==> src/rtl/branch_commit_unit.sv <==
// Commit stage for resolved control-flow instructions: checks the fetch-time prediction,
// drives the predictor update bus and the front-end redirect, and counts branches/mispredicts.
module branch_commit_unit #(
  parameter int INDEX_WIDTH   = 6,
  parameter int HISTORY_WIDTH = 8,
  parameter int CNT_WIDTH     = 32
) (
  input  logic                        clk_i,
  input  logic                        rst_ni,
  input  logic                        ex_valid_i,
  input  logic                        ex_is_cond_i,
  input  logic                        ex_is_uncond_i,
  input  logic                        ex_br_taken_i,
  input  logic [31:0]                 ex_pc_i,
  input  logic [31:0]                 ex_target_i,
  input  logic                        ex_btb_hit_i,
  input  logic                        ex_prediction_i,
  input  logic [31:0]                 ex_pred_target_i,
  input  logic [HISTORY_WIDTH-1:0]    ex_ghr_i,
  input  logic                        stall_i,
  input  logic                        flush_i,
  output logic                        cm_is_jmp_o,
  output logic                        cm_br_decision_o,
  output logic                        cm_btb_hit_o,
  output logic                        cm_prediction_o,
  output logic [INDEX_WIDTH-1:0]      cm_btb_wr_index_o,
  output logic [32-INDEX_WIDTH-3:0]   cm_btb_wr_tag_o,
  output logic [31:0]                 cm_btb_wr_target_o,
  output logic [HISTORY_WIDTH-1:0]    cm_pht_wr_index_o,
  output logic [HISTORY_WIDTH-1:0]    cm_ghr_data_o,
  output logic                        redirect_o,
  output logic [31:0]                 redirect_pc_o,
  output logic                        flush_front_o,
  output logic [CNT_WIDTH-1:0]        br_cnt_o,
  output logic [CNT_WIDTH-1:0]        mispred_cnt_o
);

  localparam logic [CNT_WIDTH-1:0] CNT_ONE = CNT_WIDTH'(1);

  function automatic logic [CNT_WIDTH-1:0] sat_inc(input logic [CNT_WIDTH-1:0] cnt);
    sat_inc = (cnt == {CNT_WIDTH{1'b1}}) ? cnt : cnt + CNT_ONE;
  endfunction

  logic                     vld_p1;
  logic                     fired_p1;
  logic                     is_uncond_p1;
  logic                     br_taken_p1;
  logic [31:0]              pc_p1;
  logic [31:0]              target_p1;
  logic                     btb_hit_p1;
  logic                     prediction_p1;
  logic [31:0]              pred_target_p1;
  logic [HISTORY_WIDTH-1:0] ghr_p1;

  logic                     taken;
  logic [31:0]              next_pc;
  logic                     mispred;
  logic                     live;

  // EX -> MEM commit register; fired_p1 keeps a stalled entry from updating twice
  always_ff @(posedge clk_i or negedge rst_ni) begin
    if (!rst_ni) begin
      vld_p1         <= 1'b0;
      fired_p1       <= 1'b0;
      is_uncond_p1   <= 1'b0;
      br_taken_p1    <= 1'b0;
      pc_p1          <= '0;
      target_p1      <= '0;
      btb_hit_p1     <= 1'b0;
      prediction_p1  <= 1'b0;
      pred_target_p1 <= '0;
      ghr_p1         <= '0;
    end else if (!stall_i) begin
      vld_p1         <= ex_valid_i & (ex_is_cond_i | ex_is_uncond_i) & ~redirect_o & ~flush_i;
      fired_p1       <= 1'b0;
      is_uncond_p1   <= ex_is_uncond_i;
      br_taken_p1    <= ex_br_taken_i;
      pc_p1          <= ex_pc_i;
      target_p1      <= ex_target_i;
      btb_hit_p1     <= ex_btb_hit_i;
      prediction_p1  <= ex_prediction_i;
      pred_target_p1 <= ex_pred_target_i;
      ghr_p1         <= ex_ghr_i;
    end else begin
      if (flush_i) vld_p1 <= 1'b0;
      if (live)    fired_p1 <= 1'b1;
    end
  end

  // MEM: resolve and compare against the fetch-time prediction
  assign taken   = is_uncond_p1 | br_taken_p1;
  assign next_pc = taken ? target_p1 : pc_p1 + 32'd4;
  assign mispred = (taken != prediction_p1) |
                   (taken & prediction_p1 & (target_p1 != pred_target_p1));
  assign live    = vld_p1 & ~fired_p1 & ~flush_i;

  assign cm_is_jmp_o        = live;
  assign cm_br_decision_o   = taken;
  assign cm_btb_hit_o       = btb_hit_p1;
  assign cm_prediction_o    = prediction_p1;
  assign cm_btb_wr_index_o  = pc_p1[INDEX_WIDTH+1:2];
  assign cm_btb_wr_tag_o    = pc_p1[31:INDEX_WIDTH+2];
  assign cm_btb_wr_target_o = target_p1;
  assign cm_pht_wr_index_o  = pc_p1[HISTORY_WIDTH+1:2];
  assign cm_ghr_data_o      = ghr_p1;
  assign redirect_o         = live & mispred;
  assign flush_front_o      = live & mispred;
  assign redirect_pc_o      = (live & mispred) ? next_pc : 32'd0;

  // Performance counters saturate rather than wrap
  always_ff @(posedge clk_i or negedge rst_ni) begin
    if (!rst_ni) begin
      br_cnt_o      <= '0;
      mispred_cnt_o <= '0;
    end else if (live) begin
      br_cnt_o <= sat_inc(br_cnt_o);
      if (mispred) mispred_cnt_o <= sat_inc(mispred_cnt_o);
    end
  end

endmodule

==> config.mk <==
export PLATFORM = sky130hd
export DESIGN_NAME = branch_commit_unit
export DESIGN_NICKNAME = d
export VERILOG_FILES = /design/src/rtl/branch_commit_unit.sv
export SDC_FILE = /design/constraint.sdc
export NUM_CORES = 1
export LEC_CHECK = 0
export ABC_AREA = 1
export ABC_CLOCK_PERIOD_IN_PS = 2400
export CAP_MARGIN = 20
export CORE_MARGIN = 1.5
export CORE_UTILIZATION = 45
export CTS_BUF_LIST = sky130_fd_sc_hd__clkbuf_2 sky130_fd_sc_hd__clkbuf_4 sky130_fd_sc_hd__clkbuf_8
export DETAILED_ROUTE_END_ITERATION = 16
export PLACE_DENSITY = 0.85
export SYNTH_ARGS = -nofsm -noshare
export SYNTH_HDL_FRONTEND = slang
export SYNTH_SLANG_ARGS = --single-unit
export TNS_END_PERCENT = 20
==> constraint.sdc <==
create_clock -name clk_i -period 2.4 [get_ports clk_i]
set_clock_uncertainty 0.15 [all_clocks]
set_input_delay 0.48 -clock clk_i [delete_from_list [all_inputs] [get_ports clk_i]]
set_output_delay 0.48 -clock clk_i [all_outputs]
set_load 0.01 [all_outputs]
Yosys cells after proc, flatten, opt, wreduce, memory -nomap -nowiden

Index checks and enable logic that the tools add are counted.

Logic and storage cells: 45
Bits of input ports: 114
Output and inout port bits: 180
Bits in registers: 174

$add $sub $neg: 3
Multiplexer cells: 6
Reduce and logical (&&, ||, !) cells: 2
Bitwise logic cells: 16
Equal/unequal tests: 6

Operator list:

| kind                                           | number |
|---|---|
| adder 32 x 1 -> 32 bit (second input constant) | 2 |
| == test 32 bit (second input constant)         | 2 |
| two-way mux 32 bit                             | 2 |
| adder 32 x 3 -> 32 bit (second input constant) | 1 |
| != test 32 bit                                 | 1 |
| AND 1 bit                                      | 8 |
| inverter 1 bit                                 | 5 |
| two-way mux 1 bit                              | 4 |
| != test 2 x 1 -> 1 bit (second input constant) | 2 |
| OR 1 bit                                       | 3 |
| AND reduction 3 bit                            | 1 |
| AND reduction 2 bit                            | 1 |
| != test 1 bit                                  | 1 |

Longest topological paths before layout

Word-level depth: 9
Depth in mapped cells: 14
Mapped depth without buffers: 13

Worst setup path before layout

No wires, ideal clock.

Kind: register to output
Start point: register br_taken_p1
End point: output redirect_o
Data required time: 1.770 ns
Data arrival time: 2.002 ns
Path slack: -0.232 ns
Stages on the path, launching flop included: 11
Cell sequence: dfrtp_1 nor2_1 inv_1 buf_2 ha_1 inv_1 nand2_2 nand2_1 buf_2 inv_1 buf_4

Cells in the longest elaborated chain, start to end: 5
Elaborated cells between the ends (all ways): 6

Ends and longest elaborated chain:

| item                       | RTL line | RTL |
|---|---|---|
| start: declaration         | 47       | `logic br_taken_p1;` |
| start signal: assignment   | 77       | `br_taken_p1 <= ex_br_taken_i;` |
| OR 1 bit (*)               | 91       | `assign taken = is_uncond_p1 \| br_taken_p1;` |
| named net cm_br_decision_o | 23       | `output logic cm_br_decision_o,` |
| AND 1 bit (2 in series)    | 94       | `(taken & prediction_p1 & (target_p1 != pred_target_p1));` |
| OR 1 bit (*)               | 93       | `assign mispred = (taken != prediction_p1) \|` |
| AND 1 bit (*)              | --       |  |
| end: declaration           | 31       | `output logic redirect_o,` |

Mark *: on every way through the listed nets, which the timed path passes. The rest lies on a longest branch.

Worst setup path in the final report

Start point: register pc_p1[2]
End point: output redirect_pc_o[9]

Cells in the longest elaborated chain, start to end: 3

Ends and longest elaborated chain:

| item                     | RTL line | RTL |
|---|---|---|
| start: declaration       | 48       | `logic [31:0] pc_p1;` |
| start signal: assignment | 78       | `pc_p1 <= ex_pc_i;` |
| adder 32 x 3 -> 32 bit   | 92       | `assign next_pc = taken ? target_p1 : pc_p1 + 32'd4;` |
| two-way mux 32 bit       | 92       |  |
| two-way mux 32 bit       | 108      | `assign redirect_pc_o = (live & mispred) ? next_pc : 32'd0;` |
| end: declaration         | 32       | `output logic [31:0] redirect_pc_o,` |

Every way passes these cells.

==> flow_summary.json <==
{
  "synth-edff-count": 0,
  "global_route_hottest_layer": "met2",
  "synth_nets": 1496,
  "critPathBufInv": 4,
  "use_met3_pct": 5.26,
  "grt_pass1_wl_mm": 55.9,
  "timing.critical_path.depth": 10,
  "crit_arrival_ps": 2300,
  "cp_max_delay_cell": "dfrtp_1",
  "leakage_power_total_nw": 7.10,
  "chipHeight_um": 153,
  "timing.critical_path.max_delay_family": "buffers and inverters",
  "flow.area_growth_from_synthesis_pct": 45.3,
  "grt_antenna_before_repair": 1,
  "drt_drc_violations_left": 0,
  "floorplan.die_area_um2": 23300,
  "crit_path_max_fanout": 4,
  "grt_overflow_total": 0,
  "commonest_cells_after_routing_fill_and_taps_aside": "nand2_1, clkdlybuf4s50_1, dfrtp_1",
  "synth_xor_xnor_area_share_pct": 8.00,
  "critical_path.cell_chain": "buf_4 > nand3_2 > inv_2 > nand2_2 > buf_4 > xor2_1 > nand2_1 > o21ai_0 > nor2_4 > buf_6",
  "timing.setup.critical_path_class": "reg -> out",
  "synth_compound_gate_area_share_pct": 3.50,
  "critical_path.startpoint_type": "flop",
  "combinational_family_with_the_most_area_after_synthesis": "simple AND/OR/NAND/NOR gates",
  "period_needed_ps": 2930,
  "first_global_vias": 10400,
  "power_frac_comb_pct": 28.4,
  "crit-reg2reg-launch": "cm_btb_wr_target_o[5]",
  "syn-cell-area_um2": 10100,
  "clkSinkCount": 174,
  "fin_cells": 2066,
  "post_drt_wl_per_cell_um": 17.0,
  "routed_antenna_nets": 0,
  "switching_share_pct": 32.9,
  "final.period_utilization_pct": 122,
  "place_worst_setup_slack_ps": -435,
  "endpoint_kind": "output port",
  "finalWorstSetupSlack_ps": -531,
  "core-area_um2": 21900,
  "cp_data_required_time_ps": 1770,
  "cp_slowest_stage_delay_ps": 430,
  "outcome": "finished, violations left",
  "pin_count_of_the_biggest_net_entering_global_routing": 81,
  "synth-adder-area-share_pct": 0.497,
  "final_setup_violation_count": 34,
  "switchingPower_w": 0.00248,
  "yosys-mux-area-fraction_pct": 0.994,
  "maxSlewViolCount": 0,
  "grt.met2_usage_pct": 48.8,
  "worst_slew_pin_slew_ps": 586,
  "failed_checks": "setup timing",
  "achievable_clock_frequency_mhz": 341,
  "cts_tree": "done",
  "worstRegToRegCells": 14,
  "cts_made_buffers": 17,
  "p_clk_share_pct": 25.7,
  "min-delay-path-class": "in -> async",
  "setup_repair_after_global_routing_missed_its_margin": "true",
  "grtUsageTotal_pct": 30.1,
  "ys_seq_elements": 174,
  "timing.max_slew.rel_slack_pct": 60.6,
  "fin_nets": 1890,
  "layout_commonest_cell": "nand2_1",
  "clock_tree.buffer_depth": 2,
  "cts.reportedPaths.clkPinSlew_ps": 110,
  "peakVddDrop_mv": 0.345,
  "grt_util_met1_pct": 41.2,
  "synthSimpleGateAreaFrac_pct": 35.5,
  "internal_power_w": 0.00506,
  "syn_avg_cell_area_um2": 7.31,
  "ys.warnings.count": 0,
  "postSynth.asyncResetShare_pct": 100,
  "total_half_perimeter_wirelength_after_legalization_and_detailed_placement_mm": 25.8,
  "crit_path_start": "pc_p1[2]",
  "power.share.sequential_pct": 45.9,
  "post-place-cells": 2017,
  "via_per_inst": 5.16,
  "detailroute.via_count": 10700,
  "synthesized_netlist_cell_count": 1378,
  "io-pin-count": 294,
  "placementRows": 54,
  "htreeDepth": 4,
  "detail_route.wirelength_mm": 35.1,
  "hold_viol_final": 0,
  "filler_cell_count": 1842,
  "dr.pass1.iters": 8,
  "detail_route.iter0.violations": 861,
  "clock_insertion_delay_worst_skew_ps": 460,
  "drv.max_cap_violation_count": 0,
  "hold_slack_ps": 325,
  "critical_path.most_common_cell": "buf_4",
  "fraction_of_final_layout_cells_with_drive_strength_greater_than_1_pct": 16.8,
  "die-width_um": 153,
  "place.gp.congestion": 0.959,
  "pwr_density_cell_nw_per_um2": 515,
  "ys_types": 36,
  "synth_sequential_area_ratio_pct": 43.2,
  "cts.root.buffer_cell": "clkbuf_8",
  "yosys_most_used_dff": "dfrtp_1",
  "initial_cell_density_of_the_core_pct": 46.0,
  "buffer_ports.inserted": 293
}
==> power groups by stage <==
stage	Clock, W	Sequential [W]	Combinational [W]
2_1_floorplan	0	0.00355	0.000806
6_report	0.00194	0.00346	0.00214
4_1_cts	0.00198	0.00345	0.00210
3_5_place_dp	0	0.00351	0.00206
5_1_grt	0.00211	0.00350	0.00231
3_3_place_gp	0	0.00349	0.00202
==> per-stage QoR <==
stage | power, W | util (%) | TNS [ps] | area, um^2
final | 0.00753 | 66.9 | -13770 | 14600
after floorplan | 0.00435 | - | 0 | 10100
after CTS | 0.00754 | 66.4 | -16750 | 14500
after global routing | 0.00791 | 66.9 | -19060 | 14600
after global placement | 0.00551 | 64.3 | -10410 | 14100
after detailed placement | 0.00556 | 64.3 | -12020 | 14100
==> cell usage after synthesis (3+ instances only) <==
cell,number,area (um^2)
nand2_1,566,2120
dfrtp_1,174,4350
nor2_1,133,499
inv_1,88,330
nand3_1,65,325
xnor2_1,46,403
xor2_1,46,403
o21ai_0,41,205
buf_4,40,300
nor3_1,38,190
clkbuf_1,27,101
nand4_1,22,138
a21oi_1,10,50.1
buf_2,10,50.1
mux2i_1,10,100
o21ai_1,10,50.1
nand3b_1,9,67.6
nand2_2,6,37.5
ha_1,4,50.1
nor2_2,4,25.0
buf_1,3,11.3
buf_6,3,33.8
nand3_2,3,30.0
nor3b_1,3,22.5
==> final timing paths <==
path                            slack (ps)            endpoint
worst min-delay path                   320  pred_target_p1[10]
worst min register to register         340    cm_ghr_data_o[2]
worst max-delay path                  -530    redirect_pc_o[9]
min in group clk_i                     340    cm_ghr_data_o[2]
max in group asynchronous             1100    cm_ghr_data_o[4]
worst max register to register         210    mispred_cnt_o[7]
==> logic make-up (layout without fill, tap and decap cells) <==
logic type      after synthesis  after routing
compound gates               65             65
simple gates                860            860
mux                          10             10
flops                       174            174
other cells                   0              1
buf+inv                     173            580
fa+ha+maj                     4              4
xor+xnor                     92             92
==> sequential cells by signal, summed over array words and instances (netlist names), 8 cells and up <==
| name | count |
|---|---|
| br_cnt_o | 32 |
| cm_btb_wr_target_o | 32 |
| cm_ghr_data_o | 8 |
| mispred_cnt_o | 32 |
| pc_p1 | 32 |
| pred_target_p1 | 32 |
==> metal layers <==
layer  part of all wire [%]  up-vias  wire length [um]
met5                      0        -                 0
met4                    2.7        0               937
met3                    8.1       67              2850
met2                     47      509             16400
met1                     42     5037             14900
li1                       -     5050                 -
==> cell type report <==
class	instances	area [um^2]	share of cell area (%)
multi-input cells	1031	5080	34.7
clock buffers	20	263	1.79
inverters	90	340	2.32
clock inverters	12	88.8	0.607
well taps	280	350	2.39
flip-flops and latches	174	4360	29.8
diodes	1	2.50	0.0171
repair buffers	458	4160	28.4
==> timing repair <==
item	in CTS	in global routing
cloned	3	0
hold endpoints to repair	34	0
gates resized for setup	165	31
pin swaps	13	15
setup buffers	9	5
hold buffers	1	0
setup endpoints to repair	36	37
Note: power is estimated with default switching activity, not from simulation.
